$ cat src/rtl/i2s_sample_tx.sv
// i2s_sample_tx
// Output stage after the gain block. It queues 32-bit signed PCM samples in a
// small FIFO and sends each sample as a stereo I2S frame. The same word goes
// out in the left and the right slot. BCLK and LRCLK are derived from CLK.
//
// Ports
//   CLK, RESET     system clock; synchronous active-high reset
//   sample_in      32-bit signed PCM sample
//   sample_valid   one-cycle write strobe
//   sample_ready   FIFO not full
//   tx_enable      level; serialiser runs while high
//   clear_flags    one-cycle pulse; clears underrun/overflow
//   i2s_bclk       bit clock, period 2*BCLK_DIV CLK cycles
//   i2s_lrclk      word select (0 = left, 1 = right)
//   i2s_sdata      serial data, MSB first, one BCLK after the LRCLK edge
//   fifo_level     FIFO entry count
//   underrun       sticky: frame started with the FIFO empty
//   overflow       sticky: write attempted while the FIFO was full
//
// Build option
//   I2S_TX_ROUND_EN  when defined, samples are rounded half-up (with positive
//                    saturation) instead of truncated when written.
//
// Serialiser states (bit counter r_bit_cnt)
//   state       | meaning
//   disabled    | tx_enable low: clocks/data 0, divider 0, counter 63
//   0..31       | left slot, LRCLK 0
//   32..63      | right slot, LRCLK 1
//   63 -> 0     | frame boundary: pop next word or flag underrun

module i2s_sample_tx #(
   parameter int AUDIO_W    = 24,
   parameter int BCLK_DIV   = 4,
   parameter int FIFO_DEPTH = 8
) (
   input  logic                          CLK,
   input  logic                          RESET,
   input  logic [31:0]                   sample_in,
   input  logic                          sample_valid,
   output logic                          sample_ready,
   input  logic                          tx_enable,
   input  logic                          clear_flags,
   output logic                          i2s_bclk,
   output logic                          i2s_lrclk,
   output logic                          i2s_sdata,
   output logic [$clog2(FIFO_DEPTH):0]   fifo_level,
   output logic                          underrun,
   output logic                          overflow
);

   localparam int AW = $clog2(FIFO_DEPTH);
   localparam int LW = AW + 1;
   localparam int DW = $clog2(BCLK_DIV);
   localparam logic [DW-1:0] DIV_TC  = DW'(BCLK_DIV - 1);
   localparam logic [LW-1:0] DEPTH_L = LW'(FIFO_DEPTH);
   localparam logic [5:0]    AW6     = 6'(AUDIO_W);

   logic [AUDIO_W-1:0] r_mem [FIFO_DEPTH];
   logic [AW-1:0]      r_wr_ptr;
   logic [AW-1:0]      r_rd_ptr;
   logic [LW-1:0]      r_count;
   logic [DW-1:0]      r_div;
   logic               r_bclk;
   logic               r_lrclk;
   logic               r_sdata;
   logic [5:0]         r_bit_cnt;
   logic [AUDIO_W-1:0] r_word;
   logic               r_underrun;
   logic               r_overflow;

   logic               w_full;
   logic               w_empty;
   logic               w_push;
   logic               w_fall;
   logic               w_wrap;
   logic               w_pop;
   logic [5:0]         w_next_cnt;
   logic [5:0]         w_slot;
   logic               w_in_slot;
   logic [AUDIO_W-1:0] w_shift;
   logic [AUDIO_W-1:0] w_conv;
   logic               w_unused;

`ifdef I2S_TX_ROUND_EN
   localparam logic [32:0] ROUND_INC = 33'd1 << (31 - AUDIO_W);
   logic [32:0] w_sum;

   // Sign-extended add; only positive overflow is possible since the
   // increment is positive, detected as a change of the sign bit.
   assign w_sum    = {sample_in[31], sample_in} + ROUND_INC;
   assign w_conv   = (w_sum[32] != w_sum[31]) ? {1'b0, {(AUDIO_W-1){1'b1}}}
                                              : w_sum[31:32-AUDIO_W];
   assign w_unused = ^{w_sum[31-AUDIO_W:0], w_shift[AUDIO_W-1:1]};
`else
   assign w_conv   = sample_in[31:32-AUDIO_W];
   assign w_unused = ^{sample_in[31-AUDIO_W:0], w_shift[AUDIO_W-1:1]};
`endif

   assign w_full   = (r_count == DEPTH_L);
   assign w_empty  = (r_count == '0);
   assign w_push   = sample_valid && !w_full;
   assign w_fall   = tx_enable && (r_div == DIV_TC) && r_bclk;
   assign w_wrap   = w_fall && (r_bit_cnt == 6'd63);
   assign w_pop    = w_wrap && !w_empty;

   // Data for the bit that starts at this falling edge. Slot bit 0 carries
   // nothing, which produces the one-BCLK I2S delay after the LRCLK edge.
   assign w_next_cnt = r_bit_cnt + 6'd1;
   assign w_slot     = {1'b0, w_next_cnt[4:0]};
   assign w_in_slot  = (w_slot != 6'd0) && (w_slot <= AW6);
   assign w_shift    = r_word >> (AW6 - w_slot);

   always_ff @(posedge CLK) begin
      if (w_push) r_mem[r_wr_ptr] <= w_conv;
   end

   always_ff @(posedge CLK) begin
      if (RESET) begin
         r_wr_ptr   <= '0;
         r_rd_ptr   <= '0;
         r_count    <= '0;
         r_div      <= '0;
         r_bclk     <= 1'b0;
         r_lrclk    <= 1'b0;
         r_sdata    <= 1'b0;
         r_bit_cnt  <= 6'd63;
         r_word     <= '0;
         r_underrun <= 1'b0;
         r_overflow <= 1'b0;
      end else begin
         if (w_push) r_wr_ptr <= r_wr_ptr + AW'(1);
         if (w_pop)  r_rd_ptr <= r_rd_ptr + AW'(1);

         case ({w_push, w_pop})
            2'b10:   r_count <= r_count + LW'(1);
            2'b01:   r_count <= r_count - LW'(1);
            default: r_count <= r_count;
         endcase

         if (sample_valid && w_full) r_overflow <= 1'b1;
         else if (clear_flags)       r_overflow <= 1'b0;

         if (w_wrap && w_empty)      r_underrun <= 1'b1;
         else if (clear_flags)       r_underrun <= 1'b0;

         if (!tx_enable) begin
            r_div     <= '0;
            r_bclk    <= 1'b0;
            r_lrclk   <= 1'b0;
            r_sdata   <= 1'b0;
            r_bit_cnt <= 6'd63;
            r_word    <= '0;
         end else if (r_div == DIV_TC) begin
            r_div  <= '0;
            r_bclk <= ~r_bclk;
            if (r_bclk) begin
               r_bit_cnt <= w_next_cnt;
               r_lrclk   <= w_next_cnt[5];
               r_sdata   <= w_in_slot && w_shift[0];
               if (w_wrap) r_word <= w_empty ? '0 : r_mem[r_rd_ptr];
            end
         end else begin
            r_div <= r_div + DW'(1);
         end
      end
   end

   assign sample_ready = !w_full;
   assign fifo_level   = r_count;
   assign i2s_bclk     = r_bclk;
   assign i2s_lrclk    = r_lrclk;
   assign i2s_sdata    = r_sdata;
   assign underrun     = r_underrun;
   assign overflow     = r_overflow;

endmodule
$ cat config.mk
export PLATFORM = sky130hd
export DESIGN_NAME = i2s_sample_tx
export DESIGN_NICKNAME = d
export VERILOG_FILES = /design/src/rtl/i2s_sample_tx.sv
export SDC_FILE = /design/constraint.sdc
export NUM_CORES = 1
export LEC_CHECK = 0
export ABC_CLOCK_PERIOD_IN_PS = 10900
export CAP_MARGIN = 25
export CORE_ASPECT_RATIO = 0.7
export CORE_MARGIN = 5
export CORE_UTILIZATION = 67
export CTS_BUF_LIST = sky130_fd_sc_hd__clkbuf_4
export CTS_CLUSTER_DIAMETER = 200
export DETAILED_ROUTE_END_ITERATION = 10
export HOLD_SLACK_MARGIN = 0.03
export PLACE_DENSITY = 0.87
export SYNTH_ARGS = -nofsm -noshare
export SYNTH_HDL_FRONTEND = slang
export SYNTH_SLANG_ARGS = --single-unit
$ cat constraint.sdc
create_clock -name CLK -period 10.9 [get_ports CLK]
set_input_delay 1.635 -clock CLK [delete_from_list [all_inputs] [get_ports CLK]]
set_output_delay 1.635 -clock CLK [all_outputs]
set_load 0.005 [all_outputs]
* Word level (Yosys, flattened, before mapping) *
Memory sizes are Yosys's and may differ from the RTL's. A register that Yosys moved wholly into a read port is not among the register bits.
Cells that the tools add are included.

word-level totals
  bits of input ports = 37
  bits in writable memories = 192
  memories kept = 1
  register bits = 47

cells by class
  shifts and indexed selects = 1
  bitwise gates (word level) = 2
  equality and inequality tests = 5
  add/sub/neg operators = 7
  muxes and demuxes = 9
  reduce and logical (&&, ||, !) cells = 20
  $lt $le $gt $ge = 1

memories
  name   depth  bits a word  rd ports  clocked after memory_dff  wr ports  line  source
  r_mem  8      24           1         1                         1         58    logic [AUDIO_W-1:0] r_mem [FIFO_DEPTH];

operators with widths
  operator                                               number
  two-way mux 24 bit                                     1
  right shift 24 x 6 -> 1 bit                            1
  logical AND 1 bit                                      9
  one-hot mux 4 bit (2 select lines)                     1
  adder 3 x 1 -> 3 bit, second input constant            2
  adder 6 x 1 -> 6 bit, second input constant            1
  == test 6 bit, second input constant                   1
  two-way mux 3 bit                                      2
  nonzero test 2 bit                                     3
  nonzero test 6 bit                                     1
  subtractor 5 x 5 -> 6 bit, first input constant        1
  less-or-equal comparator 5 bit, second input constant  1
  two-way mux 1 bit                                      5
  adder 4 x 1 -> 4 bit, second input constant            1
  == test 2 bit, second input constant                   2
  == test 4 bit, second input constant                   1
  zero test 4 bit                                        1
  subtractor 4 x 1 -> 4 bit, second input constant       1
  AND reduction 3 bit                                    1
  OR reduction 3 bit                                     1
  adder 2 x 1 -> 2 bit, second input constant            1
  == test 2 x 1 -> 1 bit, second input constant          1
  zero test 1 bit                                        2
  NOT 1 bit                                              2
  2 further kinds                                        2

* Logic depth before layout (Yosys ltp) *
  word-level depth = 7
  gate-level depth with buffers = 14

* Worst setup path after synthesis *
OpenSTA, ideal clock, no wires.

  kind = input to register
  start point = input port sample_valid
  end point = memory r_mem[2][0] (enable)
  cell stages on the path = 2
  slack = 6.024 ns
  arrival time = 4.402 ns
  path through = nand2_1 nor4b_1

on the way
  cells in the longest elaborated chain, start to end = 3

RTL lines
  item                                     line  source
  from (decl)                              39    input logic sample_valid,
  logical AND 1 bit                        101   assign w_push = sample_valid && !w_full;
  two-way mux 1 bit                        114   if (w_push) r_mem[r_wr_ptr] <= w_conv;
  two-way mux 1 bit (not written as such)  114
  to (decl)                                58

No other way between the ends.

* Final worst setup path *
  start point = input port tx_enable
  end point = register r_count[2], in the netlist fifo_level[2]

on the way
  cells in the longest elaborated chain, start to end = 6

RTL lines
  item                                                                      line  source
  from (decl)                                                               41    input logic tx_enable,
  logical AND 1 bit * (2 in a row)                                          102   assign w_fall = tx_enable && (r_div == DIV_TC) && r_bclk;
  logical AND 1 bit *                                                       103   assign w_wrap = w_fall && (r_bit_cnt == 6'd63);
  logical AND 1 bit *                                                       104   assign w_pop = w_wrap && !w_empty;
  == test 2 x 1 -> 1 bit or == test 2 bit (tied branches)                   134   case ({w_push, w_pop})
  one-hot mux 4 bit (2 select lines) or nonzero test 2 bit (tied branches)  n/a
  to (signal assigned)                                                      135   2'b10: r_count <= r_count + LW'(1);
  to (signal assigned)                                                      136   2'b01: r_count <= r_count - LW'(1);
  to (signal assigned)                                                      137   default: r_count <= r_count;
  to (decl)                                                                 61    logic [LW-1:0] r_count;

Every way passes the cells marked *; elsewhere a longest branch is shown, timed or not.
A chain may end at the register's enable or synchronous reset.

==> reports/qor.yml <==
timing:
  maxSlewHeadroom_pct: 36.6
  clock_skew_ns: 0.0383
  post-route-period-util_pct: 40.9
  fin_ws_ns: 6.44
  slew_viol_final: 0
  setup-tns-final_ns: 0
  finalSetupViolCount: 0
  fmax_ghz: 0.224
  rsz0062_at_grt: "no"
  finalHoldViolCount: 0
  worst-slew-pin-transition_ns: 0.949
  finalCriticalPeriod_ns: 4.46
power_and_ir_drop:
  power-per-cell-area_nw_per_um2: 164
  power_frac_comb_pct: 3.5
  swShare_pct: 20.5
  leakagePower_nw: 3.63
  ir_drop_uv: 121
  p_switching_mw: 0.366
  p_clk_share_pct: 39.1
  seqPwrFrac_pct: 57.4
  internal_power_mw: 1.42
clock_tree:
  h-tree-depth: 2
  max-clock-path-buffers: 3
  clock-sinks: 242
  numCtsBuffers: 54
  cts_hold_buffers: 0
  clock_latency_ns: 0.63
  post-cts-setup-buffers: 0
  cts_tree: "done"
  cts-root-buf: "clkbuf_4"
  ctsResizeCount: 0
  clkTransAtPathRegs_ns: 0.07
logic_synthesis:
  yosysSeqAreaShare_pct: 70.8
  synth.most_common_cell: "edfxtp_1"
  ys_async_sr_fraction_pct: 0
  yosysUniqueCellTypes: 48
  yosys_warnings: 0
  syn_inst: 522
  synth_top_area_share_pct: 60.4
  yosys_register_bits: 242
  synthTopCellsByArea: "edfxtp_1 60%, mux4_2 12%, dfxtp_1 10%, mux2_2 2.9%, a22oi_1 2.0%"
  synth_nets: 566
  yosysTopAreaCell: "edfxtp_1"
  ys_top_cells_by_count: "192 x edfxtp_1, 50 x dfxtp_1, 49 x mux4_2, 41 x nor2_1"
  synth_flop_cell: "edfxtp_1"
  syn-mean-instance-area_um2: 18.3
  syn_area_um2: 9550
  synth_edf_count: 192
status:
  status: "finished, final reports clean"
critical_path:
  worst-path-stages: 12
  r2r-start: "r_bit_cnt[0]"
  cp_data_arrival_time_ns: 5.00
  critPathTopFamily: "simple AND/OR/NAND/NOR gates"
  cp_max_fo: 29
  path_class: "in -> reg"
  worst_setup_path_end_kind: "register"
  r2r-end: "fifo_level[2]"
  crit_required_ns: 11.44
  crit_path_max_incr_delay_ns: 0.71
  r2r_slack_ns: 6.64
  slowest_stage: "or4_1"
  crit_chain: "clkdlybuf4s50_1 -> nand2_1 -> or4_1 -> buf_8 -> nor2_8 -> ha_1 -> xor2_1 -> ha_1 -> a21oi_1 -> xor2_1 -> or3_1 -> a21oi_1"
  worst-path-buf-inv: 2
  start_kind: "input pin"
  reg2reg_depth: 12
drt:
  vias: 5163
  drtPass1Iterations: 5
  drc_errors: 0
  ant_nets: 0
  routed_wl_um: 18000
  wire_per_inst_um: 21.7
  routed_via_density: 6.24
  drtIter0Drc: 420
worst_hold_path:
  holdCritPathClass: "reg -> reg"
  hold_start: "r_div[0]"
  hold_end: "r_div[0]"
  whs_path_depth: 1
global_route:
  grt_pass1_wl_um: 28500
  grt_max_degree: 49
  grt_usage_pct: 22.2
  antenna_found_initial: 0
  overflow: 0
  grt_pass1_vias: 5246
floorplan:
  fp.dieW_um: 153
  die_area_um2: 16800
  core.rowCount: 36
  num_io_pins: 47
  core_um2: 14000
  start_util_pct: 68.4
  dieHeight_um: 110
placement:
  dp_hpwl_um: 9860
  place_ws_ns: 5.70
  gp_congestion: 0.822
  port_buffers: 38
layout:
  nNetsFinal: 641
  layout-drive-gt1-share_pct: 30.1
  n_fill_cell: 759
  syn2layout_area_growth_pct: 13.8
  n_antenna_cell: 0
run:
  maxCapViolCount: 0
==> sequential cells by signal (all words and copies together) (netlist names), named ones only <==
signal	count
r_mem	192
r_word	24
r_bit_cnt	6
fifo_level	4
r_rd_ptr	3
r_wr_ptr	3
r_div	2
i2s_bclk	1
i2s_lrclk	1
i2s_sdata	1
overflow	1
underrun	1
==> worst reg2reg max path, cell delays in order, from the launching register on <==
cell and delay (ns):
dfxtp_1 0.70, ha_1 0.41, nand2_1 0.17, or4_1 0.82
buf_8 0.29, nor2_8 0.38, ha_1 0.37, xor2_1 0.17
ha_1 0.16, a21oi_1 0.05, xor2_1 0.17, or3_1 0.32
a21oi_1 0.17
==> worst max-delay path by stage <==
stage / slack (ns) / to / startpoint
after floorplan: 6.02 / r_mem[2][0] / sample_valid
after global placement: 5.91 / fifo_level[2] / tx_enable
after detailed placement: 5.70 / fifo_level[2] / tx_enable
after CTS: 6.26 / fifo_level[2] / tx_enable
after global routing: 6.30 / fifo_level[2] / tx_enable
final: 6.44 / fifo_level[2] / tx_enable
==> kinds of logic (layout without fill, tap and decap cells) <==
| kind of cell | count (synthesis) | count (layout) | share of synthesized area (%) |
|---|---|---|---|
| buffers and inverters | 34 | 149 | 1.91 |
| and+or+nand+nor | 92 | 92 | 5.00 |
| muxes | 83 | 83 | 16.3 |
| AOI/OAI and AO/OA | 51 | 51 | 3.85 |
| xor gates and xnor gates | 13 | 13 | 1.19 |
| DFF | 242 | 242 | 70.8 |
| adders and majority gates | 7 | 7 | 0.917 |
==> power groups by stage <==
| stage | Sequential (mW) | Clock (mW) | Combinational [mW] |
|---|---|---|---|
| detailed placement | 1.04 | 0 | 0.0622 |
| finish | 1.02 | 0.697 | 0.0619 |
| global placement | 1.04 | 0 | 0.0596 |
| floorplan | 1.04 | 0 | 0.0310 |
| CTS | 1.02 | 0.712 | 0.0626 |
| global route | 1.02 | 0.768 | 0.0669 |
==> through the flow <==
stage | instances | total power, mW | hold WS (ns) | area [µm²] | utilization, %
2_1_floorplan | 522 | 1.07 | 0.404 | 9550 | -
3_3_place_gp | 729 | 1.10 | 0.413 | 10100 | 72.5
3_5_place_dp | 729 | 1.11 | 0.422 | 10100 | 72.5
4_1_cts | 825 | 1.80 | 0.432 | 10800 | 77.6
5_1_grt | 827 | 1.86 | 0.450 | 10900 | 77.9
6_report | 827 | 1.78 | 0.431 | 10900 | 77.9
==> routing by layer <==
layer	part of all wire, %	GRT usage [%]
met1	41	30.0
met2	50	37.0
met3	7.9	5.47
met4	1.5	6.23
met5	0	0
==> cell usage in the layout, fill, tap and decap left out, drive strengths merged, types with 2 or more instances in the layout <==
cell type / n
mux4: 54
buf: 11
a311oi: 2
xnor2: 7
or4: 2
nand3: 7
nor2: 42
nor4bb: 2
edfxtp: 192
mux2: 25
a21oi: 7
mux2i: 4
dfxtp: 50
clkinv: 10
clkbuf: 84
nor4b: 3
a22oi: 25
clkdlybuf4s50: 38
nor2b: 2
o21ai: 7
nand2: 14
o211ai: 2
nor3: 6
nor3b: 4
inv: 4
xor2: 6
or3: 3
and3: 2
ha: 7
nor4: 2
==> area by class of cell <==
type                            instances  area (µm²)  share of cell area [%]
Tap cell                              190         238                    2.19
Multi-Input combinational cell        246        2650                    24.4
Clock inverter                         12        77.6                   0.713
Timing Repair Buffer                   49         490                    4.51
Inverter                                4        15.0                   0.138
Clock buffer                           84         631                    5.80
Sequential cell                       242        6770                    62.3
(Power assumes the default switching activity.)
